<file path="config.mk">
export PLATFORM = sky130hd
export DESIGN_NAME = cardinal_nic_flat
export DESIGN_NICKNAME = d
export VERILOG_FILES = /design/src/rtl/cardinal_nic_pkg.sv /design/src/rtl/cardinal_nic_if.sv /design/src/rtl/nic_channel_buf.sv /design/src/rtl/cardinal_nic.sv /design/src/flat_wrapper.sv
export SDC_FILE = /design/constraint.sdc
export NUM_CORES = 1
export LEC_CHECK = 0
export CORE_MARGIN = 2
export CORE_UTILIZATION = 35
export DETAILED_ROUTE_END_ITERATION = 10
export DONT_BUFFER_PORTS = 1
export GPL_TIMING_DRIVEN = 0
export PLACE_DENSITY_LB_ADDON = 0.12
export SYNTH_ARGS = -nofsm -noshare
export SYNTH_HDL_FRONTEND = slang
export SYNTH_HIERARCHICAL = 1
export SYNTH_SLANG_ARGS = --single-unit
export TNS_END_PERCENT = 100
</file>
<file path="constraint.sdc">
create_clock -name clk -period 1.6 [get_ports clk]
set_input_delay 0.16 -clock clk [delete_from_list [all_inputs] [get_ports clk]]
set_output_delay 0.16 -clock clk [all_outputs]
set_load 0.02 [all_outputs]
</file>
<file path="src/rtl/cardinal_nic_pkg.sv">
// Shared constants for the cardinal NIC: packet width, virtual-channel bit and
// the processor-visible register map.
package cardinal_nic_pkg;

   localparam int unsigned DATA_WIDTH = 64;
   localparam int unsigned VC_BIT     = DATA_WIDTH - 1;

   localparam logic [1:0] ADDR_IN_BUF   = 2'b00;
   localparam logic [1:0] ADDR_IN_STAT  = 2'b01;
   localparam logic [1:0] ADDR_OUT_BUF  = 2'b10;
   localparam logic [1:0] ADDR_OUT_STAT = 2'b11;

endpackage

</file>
<file path="src/rtl/cardinal_nic_if.sv">
// Processor register bus plus router handshake of the cardinal NIC.
interface cardinal_nic_if #(
   parameter int unsigned DATA_WIDTH = 64
);

   logic [1:0]            addr;
   logic [DATA_WIDTH-1:0] d_in;
   logic [DATA_WIDTH-1:0] d_out;
   logic                  nicEn;
   logic                  nicWrEn;
   logic                  net_si;
   logic                  net_ri;
   logic [DATA_WIDTH-1:0] net_di;
   logic                  net_so;
   logic                  net_ro;
   logic [DATA_WIDTH-1:0] net_do;
   logic                  net_polarity;

   modport nic (
      input  addr, d_in, nicEn, nicWrEn, net_si, net_di, net_ro, net_polarity,
      output d_out, net_ri, net_so, net_do
   );

   modport env (
      output addr, d_in, nicEn, nicWrEn, net_si, net_di, net_ro, net_polarity,
      input  d_out, net_ri, net_so, net_do
   );

endinterface

</file>
<file path="src/rtl/nic_channel_buf.sv">
// One-entry packet buffer with full flag. Load wins over clear so a packet
// arriving alongside a read of an empty buffer is not lost.
module nic_channel_buf #(
   parameter int unsigned DATA_WIDTH = 64
) (
   input  logic                  clk,
   input  logic                  rst,
   input  logic                  load_i,
   input  logic                  clear_i,
   input  logic [DATA_WIDTH-1:0] data_i,
   output logic [DATA_WIDTH-1:0] data_o,
   output logic                  full_o
);

   logic [DATA_WIDTH-1:0] data_d, data_q;
   logic                  full_d, full_q;

   always_comb begin
      data_d = data_q;
      full_d = full_q;
      if (load_i) begin
         data_d = data_i;
         full_d = 1'b1;
      end else if (clear_i) begin
         full_d = 1'b0;
      end
   end

   always_ff @(posedge clk) begin
      if (rst) begin
         data_q <= '0;
         full_q <= 1'b0;
      end else begin
         data_q <= data_d;
         full_q <= full_d;
      end
   end

   assign data_o = data_q;
   assign full_o = full_q;

endmodule

</file>
<file path="src/rtl/cardinal_nic.sv">
// Network interface between a processor register port and a router PE port,
// with one-entry input and output channels and VC/polarity-gated sends.
module cardinal_nic
   import cardinal_nic_pkg::*;
#(
   parameter int unsigned DATA_WIDTH = cardinal_nic_pkg::DATA_WIDTH
) (
   input logic         clk,
   input logic         rst,
   cardinal_nic_if.nic bus
);

   localparam int unsigned VcBit = DATA_WIDTH - 1;

   logic                  rd_en, wr_en;
   logic                  in_load, in_clear, in_full;
   logic                  out_load, out_full, send;
   logic [DATA_WIDTH-1:0] in_data, out_data;
   logic [DATA_WIDTH-1:0] d_out_d, d_out_q;

   assign rd_en = bus.nicEn & ~bus.nicWrEn;
   assign wr_en = bus.nicEn & bus.nicWrEn;

   assign in_load  = bus.net_si & ~in_full;
   assign in_clear = rd_en & (bus.addr == ADDR_IN_BUF);
   // A write while full (including a send cycle) is dropped.
   assign out_load = wr_en & (bus.addr == ADDR_OUT_BUF) & ~out_full;
   assign send     = out_full & bus.net_ro & (out_data[VcBit] == bus.net_polarity);

   nic_channel_buf #(.DATA_WIDTH(DATA_WIDTH)) u_in_buf (
      .clk     (clk),
      .rst     (rst),
      .load_i  (in_load),
      .clear_i (in_clear),
      .data_i  (bus.net_di),
      .data_o  (in_data),
      .full_o  (in_full)
   );

   nic_channel_buf #(.DATA_WIDTH(DATA_WIDTH)) u_out_buf (
      .clk     (clk),
      .rst     (rst),
      .load_i  (out_load),
      .clear_i (send),
      .data_i  (bus.d_in),
      .data_o  (out_data),
      .full_o  (out_full)
   );

   always_comb begin
      d_out_d = d_out_q;
      if (rd_en) begin
         unique case (bus.addr)
            ADDR_IN_BUF:   d_out_d = in_data;
            ADDR_IN_STAT:  d_out_d = {{(DATA_WIDTH-1){1'b0}}, in_full};
            ADDR_OUT_BUF:  d_out_d = '0;
            ADDR_OUT_STAT: d_out_d = {{(DATA_WIDTH-1){1'b0}}, out_full};
            default:       d_out_d = d_out_q;
         endcase
      end
   end

   always_ff @(posedge clk) begin
      if (rst) begin
         d_out_q <= '0;
      end else begin
         d_out_q <= d_out_d;
      end
   end

   assign bus.d_out  = d_out_q;
   assign bus.net_ri = ~in_full;
   assign bus.net_so = send;
   assign bus.net_do = out_data;

endmodule

</file>
<file path="src/flat_wrapper.sv">
// flat-port wrapper written by rule: the top's interface ports become plain ports
module cardinal_nic_flat import cardinal_nic_pkg::*;
#(
   parameter int unsigned DATA_WIDTH = cardinal_nic_pkg::DATA_WIDTH
)
  (clk, rst, bus_addr, bus_d_in, bus_nicEn, bus_nicWrEn, bus_net_si, bus_net_di, bus_net_ro, bus_net_polarity, bus_d_out, bus_net_ri, bus_net_so, bus_net_do);
  cardinal_nic_if #(.DATA_WIDTH(DATA_WIDTH)) bus_i ();
  input logic clk;
  input logic rst;
  input wire logic [$bits(bus_i.addr)-1:0] bus_addr;
  input wire logic [$bits(bus_i.d_in)-1:0] bus_d_in;
  input wire logic [$bits(bus_i.nicEn)-1:0] bus_nicEn;
  input wire logic [$bits(bus_i.nicWrEn)-1:0] bus_nicWrEn;
  input wire logic [$bits(bus_i.net_si)-1:0] bus_net_si;
  input wire logic [$bits(bus_i.net_di)-1:0] bus_net_di;
  input wire logic [$bits(bus_i.net_ro)-1:0] bus_net_ro;
  input wire logic [$bits(bus_i.net_polarity)-1:0] bus_net_polarity;
  output wire logic [$bits(bus_i.d_out)-1:0] bus_d_out;
  output wire logic [$bits(bus_i.net_ri)-1:0] bus_net_ri;
  output wire logic [$bits(bus_i.net_so)-1:0] bus_net_so;
  output wire logic [$bits(bus_i.net_do)-1:0] bus_net_do;
  assign bus_i.addr = bus_addr;
  assign bus_i.d_in = bus_d_in;
  assign bus_i.nicEn = bus_nicEn;
  assign bus_i.nicWrEn = bus_nicWrEn;
  assign bus_i.net_si = bus_net_si;
  assign bus_i.net_di = bus_net_di;
  assign bus_i.net_ro = bus_net_ro;
  assign bus_i.net_polarity = bus_net_polarity;
  assign bus_d_out = bus_i.d_out;
  assign bus_net_ri = bus_i.net_ri;
  assign bus_net_so = bus_i.net_so;
  assign bus_net_do = bus_i.net_do;
  cardinal_nic #(.DATA_WIDTH(DATA_WIDTH)) u_core (.clk(clk), .rst(rst), .bus(bus_i));
endmodule
</file>
==> impl_metrics.py, run 1 <==
metrics = {
    "run_status": {
        "status": "finished, final reports clean",
    },
    "min_path": {
        "hp-class": "primary input to flip-flop",
        "worstHoldStart": "bus_nicEn",
    },
    "cells_and_area": {
        "diodes": 0,
        "final_cell_area_um2": 9700,
        "drive_gt1_share_pct": 23.0,
        "n_fill_cell": 1889,
        "fin_nets": 932,
        "areaGrowthSynthToFinish_pct": 29.7,
        "final_common_cell": "dfxtp_1",
        "mostFrequentLayoutCells": "dfxtp_1 (193), nor2_1 (132), dlygate4sd3_1 (131)",
    },
    "timing": {
        "fin_crit_ns": 1.50,
        "final.setup.worst_slack_ns": 0.102,
        "finalSetupViolations": 0,
        "rsz0062_at_grt": "no",
        "whs_ns": 0.0272,
        "finalHoldViolCount": 0,
        "tightest_slew_ns": 0.814,
        "slew_headroom_pct": 45.7,
        "drv_slew": 0,
        "clock_skew_ns": 0.00718,
        "fmax_ghz": 0.668,
        "finalCritPeriodShare_pct": 93.6,
    },
    "floorplanning": {
        "start_util_pct": 35.6,
        "die_h_um": 150,
        "io_pins": 267,
        "die_area_um2": 22600,
        "die_x_um": 150,
        "rows": 53,
        "coreArea_um2": 21000,
    },
    "placed_design": {
        "dpl.hpwl_mm": 13.4,
        "pre_cts_slack_ns": -0.217,
        "place_congestion": 0.716,
        "portBuffers": 0,
        "dpl_cell_area_um2": 7820,
    },
    "clock_network": {
        "numClockSinks": 194,
        "cts_tree": "done",
        "post_cts_buffers": 0,
        "path_clk_slew_ns": 0.07,
        "clk_latency_ns": 0.42,
        "clockRootBuffer": "clkbuf_16",
        "h-tree-depth": 4,
        "ctsLongestPathBuffers": 2,
        "cts_inserted_buffers": 17,
    },
    "logic_synthesis": {
        "synth_top_area_share_pct": 51.9,
        "ys_seq_elements": 194,
        "synth_fp_nets": 782,
        "synth.distinct_cells": 26,
        "synth-seq-area-share_pct": 51.9,
        "async_reset_ff_share_pct": 0,
        "synth_cells": 645,
        "synthFlopType": "dfxtp_1",
        "yosys.area.top_type": "dfxtp_1",
        "ys_warn_count": 6,
        "synth_area_um2": 7480,
        "synth_area_leaders": "dfxtp_1 (52%), mux2i_1 (17%), a22oi_2 (9.9%)",
        "synth-edff-count": 0,
        "syn_avg_cell_area_um2": 11.6,
    },
    "route": {
        "wl_mm": 19.2,
        "wl_met2_mm": 9.61,
        "detail-route-antenna-nets": 0,
        "wl_per_cell_um": 17.8,
        "first_iter_violations": 97,
        "wl_met1_mm": 7.72,
        "met3_length_mm": 1.68,
        "first_pass_iters": 4,
        "num_vias": 5068,
        "drcViolationCount": 0,
        "routed_via_density": 4.68,
        "top_layer_used": "met4",
    },
    "pwr": {
        "power_density_nw_per_um2": 1050,
        "max-vdd-ir-drop_uv": 589,
        "p_leak_nw": 3.51,
        "finalPower_mw": 10.2,
    },
    "grt": {
        "grt_first_pass_wirelength_mm": 28.5,
        "gr-total-overflow": 0,
        "first_global_vias": 5194,
        "track_usage_pct": 16.4,
        "grt_max_degree": 18,
        "antenna_found_initial": 0,
    },
    "setup_path": {
        "cp-end-kind": "output pin",
        "crit_fanout": 3,
        "crit_arrival_ns": 1.34,
        "r2r_slack_ns": 0.16,
        "crit_path_start_kind": "flip-flop",
        "critPathRequiredTime_ns": 1.44,
        "worstSetupPathType": "flip-flop to output pin",
        "startpoint": "u_core/u_out_buf/data_o[63]$_SDFFE_PP0P_",
        "r2r-start": "u_core/u_out_buf/full_o$_SDFFE_PP0P_",
    },
    "flow_run": {
        "cap_violations": 0,
    },
}
cells in the mapped netlist (2+ instances only):
cell / instances
a22oi_1: 4
a21oi_1: 2
nor2_2: 59
clkbuf_8: 5
nand2_1: 2
nand2b_1: 4
buf_6: 3
nor2_1: 132
a22oi_2: 59
mux2i_1: 129
buf_4: 3
buf_1: 6
buf_12: 17
clkbuf_1: 10
buf_2: 5
inv_2: 2
dfxtp_1: 194
worst max-delay path: stages (launching register included):
cell and delay [ns]:
dfxtp_2 0.43, xnor2_1 0.16, and3_1 0.32
power by group:
part	switching (mW)	total (mW)	internal [mW]
registers	0.167	5.15	4.98
clock network	1.91	4.08	2.17
logic	0.443	0.957	0.514
total	2.52	10.2	7.67
repair_timing:
| action | 4_1_cts | 5_1_grt |
|---|---|---|
| resized for setup | 3 | 0 |
| hold buffers | 131 | 1 |
| pin swaps | 0 | 2 |
| hold endpoints to repair | 129 | 1 |
| setup endpoints to repair | 66 | 19 |
| cloned | 0 | 0 |
final cells by class:
type	instances	area [um^2]	share of cell area [%]
tap	275	344	3.55
multi-input combinational	399	3040	31.4
clock inverter	13	126	1.30
timing repair buffer	131	1310	13.5
clock buffer	18	429	4.42
buffer	49	551	5.67
sequential	194	3880	40.0
inverter	3	11.3	0.116
kinds of logic (layout without fill, tap and decap cells):
| kind of cell | count (synthesis) | in the layout | synth area share (%) |
|---|---|---|---|
| XOR/XNOR | 1 | 1 | 0.117 |
| AO/OA/AOI/OAI | 66 | 66 | 10.5 |
| AND/OR/NAND/NOR | 203 | 203 | 12.7 |
| flip-flops | 194 | 194 | 51.9 |
| multiplexers | 129 | 129 | 17.3 |
| buffers and inverters | 52 | 214 | 7.51 |
routing by layer:
| layer | vias to the layer above | GRT usage (%) |
|---|---|---|
| met2 | 184 | 28.9 |
| met1 | 2385 | 18.5 |
| li1 | 2483 | - |
| met3 | 16 | 5.73 |
| met5 | - | 0 |
| met4 | 0 | 5.71 |
worst paths after layout:
kind / endpoint / cells after the start
worst max-delay path: bus_net_so / 2
worst min-delay path: u_core/bus.d_out[0]$_SDFFE_PP0P_ / 3
worst max register to register: u_core/u_out_buf/data_o[37]$_SDFFE_PP0P_ / 5
worst min register to register: u_core/bus.d_out[30]$_SDFFE_PP0P_ / 2
registers in the layout, indices dropped and copies added, names as in the netlist:
register	flops
u_core/u_in_buf/full_o	1
u_core/bus.d_out	64
u_core/u_out_buf/data_o	64
u_core/u_in_buf/data_o	64
u_core/u_out_buf/full_o	1
per-stage QoR:
stage,utilization (%),setup TNS [ns],std cells
final,46.2,0,1082
after global routing,46.2,0,1082
after CTS,46.2,0,1082
after detailed placement,37.2,-9.07,920
after global placement,37.2,-7.33,920
after floorplan,-,0,645
Power figures use the tool's default switching activity.
==> run 2, diff against run 1 <==
--- a/config.mk
+++ b/config.mk
@@ -10,7 +10,10 @@
 export DETAILED_ROUTE_END_ITERATION = 10
 export DONT_BUFFER_PORTS = 1
 export GPL_TIMING_DRIVEN = 0
+export MAX_ROUTING_LAYER = met4
 export PLACE_DENSITY_LB_ADDON = 0.12
+export REMOVE_ABC_BUFFERS = 1
+export SLEW_MARGIN = 15
 export SYNTH_ARGS = -nofsm -noshare
 export SYNTH_HDL_FRONTEND = slang
 export SYNTH_HIERARCHICAL = 1
==> impl_metrics.py, run 2 (synthesis results as in run 1) <==
metrics = {
    "setup_path": {
        "crit_path_start_kind": "primary input",
        "r2r_slack_ns": 0.14,
        "worstSetupPathType": "primary input to flip-flop",
        "critPathRequiredTime_ns": 1.96,
        "reg2reg_depth": 5,
        "r2r-start": "u_core/u_in_buf/full_o$_SDFFE_PP0P_",
        "crit_fanout": 10,
        "cp-end-kind": "flip-flop",
        "crit_arrival_ns": 1.86,
        "r2r-end": "u_core/u_in_buf/full_o$_SDFFE_PP0P_",
    },
    "cells_and_area": {
        "n_fill_cell": 1990,
        "drive_gt1_share_pct": 25.2,
        "stdcell_count": 1002,
        "diodes": 0,
        "mostFrequentLayoutCells": "dfxtp_1 (193), nor2_1 (132), mux2i_1 (129)",
        "areaGrowthSynthToFinish_pct": 19.4,
        "final_common_cell": "dfxtp_1",
        "fin_nets": 851,
    },
    "grt": {
        "first_global_vias": 4860,
        "grt_first_pass_wirelength_mm": 26.0,
        "met1_usage_pct": 17.6,
        "grt-busiest-layer": "met2",
        "grt_max_degree": 195,
        "track_usage_pct": 15.3,
        "gr-total-overflow": 0,
        "met3_usage_pct": 5.61,
        "antenna_found_initial": 0,
        "use_met2_pct": 24.9,
    },
    "timing": {
        "drv_slew": 0,
        "fin_crit_ns": 1.50,
        "finalCritPeriodShare_pct": 93.9,
        "finalSetupViolations": 0,
        "slew_headroom_pct": 56.7,
        "fmax_ghz": 0.666,
        "tightest_slew_ns": 0.650,
        "finalHoldViolCount": 137,
        "clock_skew_ns": 0.00569,
        "whs_ns": -0.201,
        "rsz0062_at_grt": "no",
    },
    "pwr": {
        "power_density_nw_per_um2": 1120,
        "p_seq_share_pct": 51.6,
        "finalPower_mw": 9.99,
        "pwr-share-comb_pct": 5.9,
        "clkPwrFrac_pct": 42.6,
        "power.internal_mw": 7.54,
        "switchingPower_mw": 2.44,
        "swShare_pct": 24.5,
        "max-vdd-ir-drop_uv": 570,
        "p_leak_nw": 3.37,
    },
    "min_path": {
        "whs_path_depth": 1,
        "hold_end": "u_core/bus.d_out[41]$_SDFFE_PP0P_",
        "worstHoldStart": "rst",
        "hp-class": "primary input to flip-flop",
    },
    "placed_design": {
        "dp_cells": 891,
        "place_congestion": 0.743,
        "dpl.hpwl_mm": 11.4,
        "portBuffers": 0,
    },
    "route": {
        "drcViolationCount": 0,
        "first_iter_violations": 169,
        "first_pass_iters": 4,
        "wl_mm": 17.2,
        "detail-route-antenna-nets": 0,
        "routed_via_density": 4.82,
        "num_vias": 4833,
        "wl_per_cell_um": 17.2,
    },
    "floorplanning": {
        "die_h_um": 150,
        "io_pins": 267,
        "die_x_um": 150,
        "start_util_pct": 35.6,
        "coreArea_um2": 21000,
        "die_area_um2": 22600,
        "rows": 53,
    },
    "clock_network": {
        "ctsLongestPathBuffers": 2,
        "cts_tree": "done",
        "cts_inserted_buffers": 17,
        "clk_latency_ns": 0.42,
        "clockRootBuffer": "clkbuf_16",
        "path_clk_slew_ns": 0.07,
        "numClockSinks": 194,
        "h-tree-depth": 4,
    },
    "run_status": {
        "violations": "negative hold slack",
        "status": "complete, but fails checks",
    },
    "flow_run": {
        "cap_violations": 0,
    },
}
run 2: worst max-delay path by stage:
stage | cells after the start | slack [ns] | to | start
after CTS | 2 | 0.03 | bus_net_so | u_core/u_out_buf/data_o[63]$_SDFFE_PP0P_
after global placement | 3 | -7.13 | u_core/u_out_buf/data_o[33]$_SDFFE_PP0P_ | u_core/u_out_buf/full_o$_SDFFE_PP0P_
after global routing | 6 | 0.005 | u_core/bus.d_out[44]$_SDFFE_PP0P_ | bus_addr[1]
final | 6 | 0.1 | u_core/bus.d_out[54]$_SDFFE_PP0P_ | bus_addr[1]
after floorplan | 3 | -5.68 | u_core/u_out_buf/data_o[0]$_SDFFE_PP0P_ | u_core/u_out_buf/full_o$_SDFFE_PP0P_
after detailed placement | 6 | -0.23 | u_core/u_out_buf/data_o[32]$_SDFFE_PP0P_ | u_core/u_out_buf/full_o$_SDFFE_PP0P_
run 2: metrics by stage:
| step | TNS [ns] | util, % | hold WS, ns | setup slack, ns | instance area, um^2 |
|---|---|---|---|---|---|
| after global routing | 0 | 42.5 | -0.231 | 0.00469 | 8930 |
| after global placement | -1184.82 | 34.6 | 0.246 | -7.13 | 7270 |
| final | 0 | 42.5 | -0.201 | 0.0979 | 8930 |
| after detailed placement | -6.62 | 35.9 | 0.242 | -0.231 | 7550 |
| after floorplan | -806.57 | - | 0.227 | -5.68 | 6930 |
| after CTS | 0 | 41.6 | -0.219 | 0.0262 | 8750 |
run 2: power by group through the flow:
stage	Combinational, mW	Clock [mW]	Sequential (mW)
after CTS	0.556	4.42	5.15
final	0.585	4.25	5.15
after detailed placement	0.524	0	5.26
after global routing	0.643	4.59	5.17
after floorplan	0.457	0	5.23
after global placement	0.554	0	5.25
run 2: worst max-delay path: stages:
cell and delay [ns]:
nor4b_4 0.53, buf_6 0.26, buf_6 0.19, a22oi_2 0.07, nor2_2 0.10, dlygate4sd3_1 0.55
run 2: area by class of cell:
| type | instances | area (um^2) | share of cell area [%] |
|---|---|---|---|
| Sequential cell | 194 | 3880 | 43.5 |
| Multi-Input combinational cell | 399 | 3070 | 34.4 |
| Timing Repair Buffer | 99 | 1030 | 11.5 |
| Clock buffer | 19 | 443 | 4.96 |
| Tap cell | 275 | 344 | 3.85 |
| Clock inverter | 13 | 145 | 1.63 |
| Inverter | 3 | 11.3 | 0.126 |
run 2: routing by layer:
layer  share of wire (%)  up-vias
li1                    -     2326
met1                  40     2288
met2                  49      199
met3                 9.5       20
met4                 1.4        0
met5                   0        -
run 2: repair_timing:
item / in CTS / in global routing
endpoints found under the setup margin: 67 / 11
endpoints found under the hold margin: 194 / 137
buffers inserted: 5 / 2
hold buffers: 57 / 15
pin swaps: 1 / 0
gates resized for setup: 1 / 3
==> run 3, diff against run 2 <==
--- a/config.mk
+++ b/config.mk
@@ -16,6 +16,5 @@
 export SLEW_MARGIN = 15
 export SYNTH_ARGS = -nofsm -noshare
 export SYNTH_HDL_FRONTEND = slang
-export SYNTH_HIERARCHICAL = 1
 export SYNTH_SLANG_ARGS = --single-unit
 export TNS_END_PERCENT = 100
==> impl_metrics.py, run 3 <==
metrics = {
    "logic_synthesis": {
        "async_reset_ff_share_pct": 0,
        "synth_top_area_share_pct": 50.3,
        "synth_area_um2": 7710,
        "syn_avg_cell_area_um2": 9.83,
        "synth_cells": 785,
        "yosys.area.top_type": "dfxtp_1",
        "synth_area_leaders": "dfxtp_1 (50%), nand2b_1 (11%), mux2i_1 (8.4%)",
        "synthFlopType": "dfxtp_1",
        "ys_warn_count": 0,
        "synth-edff-count": 0,
        "synth-seq-area-share_pct": 50.3,
        "ys_seq_elements": 194,
        "synth_common_cells": "dfxtp_1 (194), nand2_1 (130), nand2b_1 (130)",
        "yosysMostFrequentCell": "dfxtp_1",
        "synth.distinct_cells": 25,
    },
    "clock_network": {
        "numClockSinks": 194,
        "post_cts_buffers": 1,
        "h-tree-depth": 4,
        "clockRootBuffer": "clkbuf_16",
        "cts_inserted_buffers": 17,
        "ctsLongestPathBuffers": 2,
        "cts_resized": 1,
        "cts_hold_buf": 210,
    },
    "placed_design": {
        "dp_cells": 1013,
        "place_congestion": 0.736,
        "portBuffers": 0,
        "dpl.hpwl_mm": 11.8,
    },
    "run_status": {
        "haltStage": "clock tree synthesis",
        "status": "stopped before the end",
        "error": "[ERROR RSZ-0060] Max buffer count reached.",
    },
    "floorplanning": {
        "die_h_um": 152,
        "die_x_um": 152,
        "start_util_pct": 35.5,
        "io_pins": 267,
        "rows": 54,
    },
}
run 3: changes by cell type after synthesis, sizes merged, moves of 2 or more:
cell and change:
nor2 -126, mux2i -64, buf +16, clkbuf -2, inv -2, a21oi +62
nand2 +128, nand2b +126
run 3: per-stage QoR:
step	cell area, um^2	setup slack, ns
floorplan	7320	-3.46
detailed placement	7900	-0.259
global placement	7670	-5.82
run 3: cell families after synthesis:
logic type	count (synthesis)	share of synthesized area (%)
multiplexers	65	8.43
AO/OA/AOI/OAI	131	13.9
buffers and inverters	64	5.09
XOR/XNOR	1	0.114
flip-flops	194	50.3
AND/OR/NAND/NOR	330	22.1
==> run 4, diff against run 3 <==
--- a/config.mk
+++ b/config.mk
@@ -6,12 +6,11 @@
 export NUM_CORES = 1
 export LEC_CHECK = 0
 export CORE_MARGIN = 2
-export CORE_UTILIZATION = 35
+export CORE_UTILIZATION = 20
 export DETAILED_ROUTE_END_ITERATION = 10
 export DONT_BUFFER_PORTS = 1
 export GPL_TIMING_DRIVEN = 0
-export MAX_ROUTING_LAYER = met4
-export PLACE_DENSITY_LB_ADDON = 0.12
+export PLACE_DENSITY_LB_ADDON = 0.15
 export REMOVE_ABC_BUFFERS = 1
 export SLEW_MARGIN = 15
 export SYNTH_ARGS = -nofsm -noshare
==> impl_metrics.py, run 4 <==
metrics = {
    "run_status": {
        "status": "stopped before the end",
        "haltStage": "clock tree synthesis",
        "error": "[ERROR RSZ-0060] Max buffer count reached.",
    },
    "clock_network": {
        "numClockSinks": 194,
        "cts_hold_buf": 257,
        "cts_inserted_buffers": 17,
        "clockRootBuffer": "clkbuf_16",
        "h-tree-depth": 4,
        "cts_resized": 1,
        "ctsLongestPathBuffers": 2,
        "post_cts_buffers": 2,
    },
    "floorplanning": {
        "io_pins": 267,
        "die_x_um": 200,
        "rows": 71,
        "die_h_um": 200,
        "start_util_pct": 20.4,
    },
    "logic_synthesis": {
        "synth-edff-count": 0,
        "ys_warn_count": 0,
        "synth_area_um2": 7710,
        "synth_cells": 785,
        "synth_common_cells": "dfxtp_1 (194), nand2_1 (130), nand2b_1 (130)",
        "ys_seq_elements": 194,
        "synth_area_leaders": "dfxtp_1 (50%), nand2b_1 (11%), mux2i_1 (8.4%)",
        "synth_top_area_share_pct": 50.3,
        "synth.distinct_cells": 25,
        "synth-seq-area-share_pct": 50.3,
        "yosysMostFrequentCell": "dfxtp_1",
        "async_reset_ff_share_pct": 0,
        "synthFlopType": "dfxtp_1",
        "yosys.area.top_type": "dfxtp_1",
        "syn_avg_cell_area_um2": 9.83,
    },
    "placed_design": {
        "dpl.hpwl_mm": 14.8,
        "dp_cells": 1248,
        "portBuffers": 0,
        "place_congestion": 0.706,
    },
}
==> run 4: cell families after synthesis <==
logic type,after synthesis,share of synthesized area (%)
AO/OA/AOI/OAI,131,13.9
XOR/XNOR,1,0.114
buffers and inverters,64,5.09
flip-flops,194,50.3
multiplexers,65,8.43
AND/OR/NAND/NOR,330,22.1
==> run 4: stage by stage <==
stage	instance area, um^2	setup WS [ns]
floorplan	7320	-3.46
global placement	7960	-6.76
detailed placement	8270	-0.158
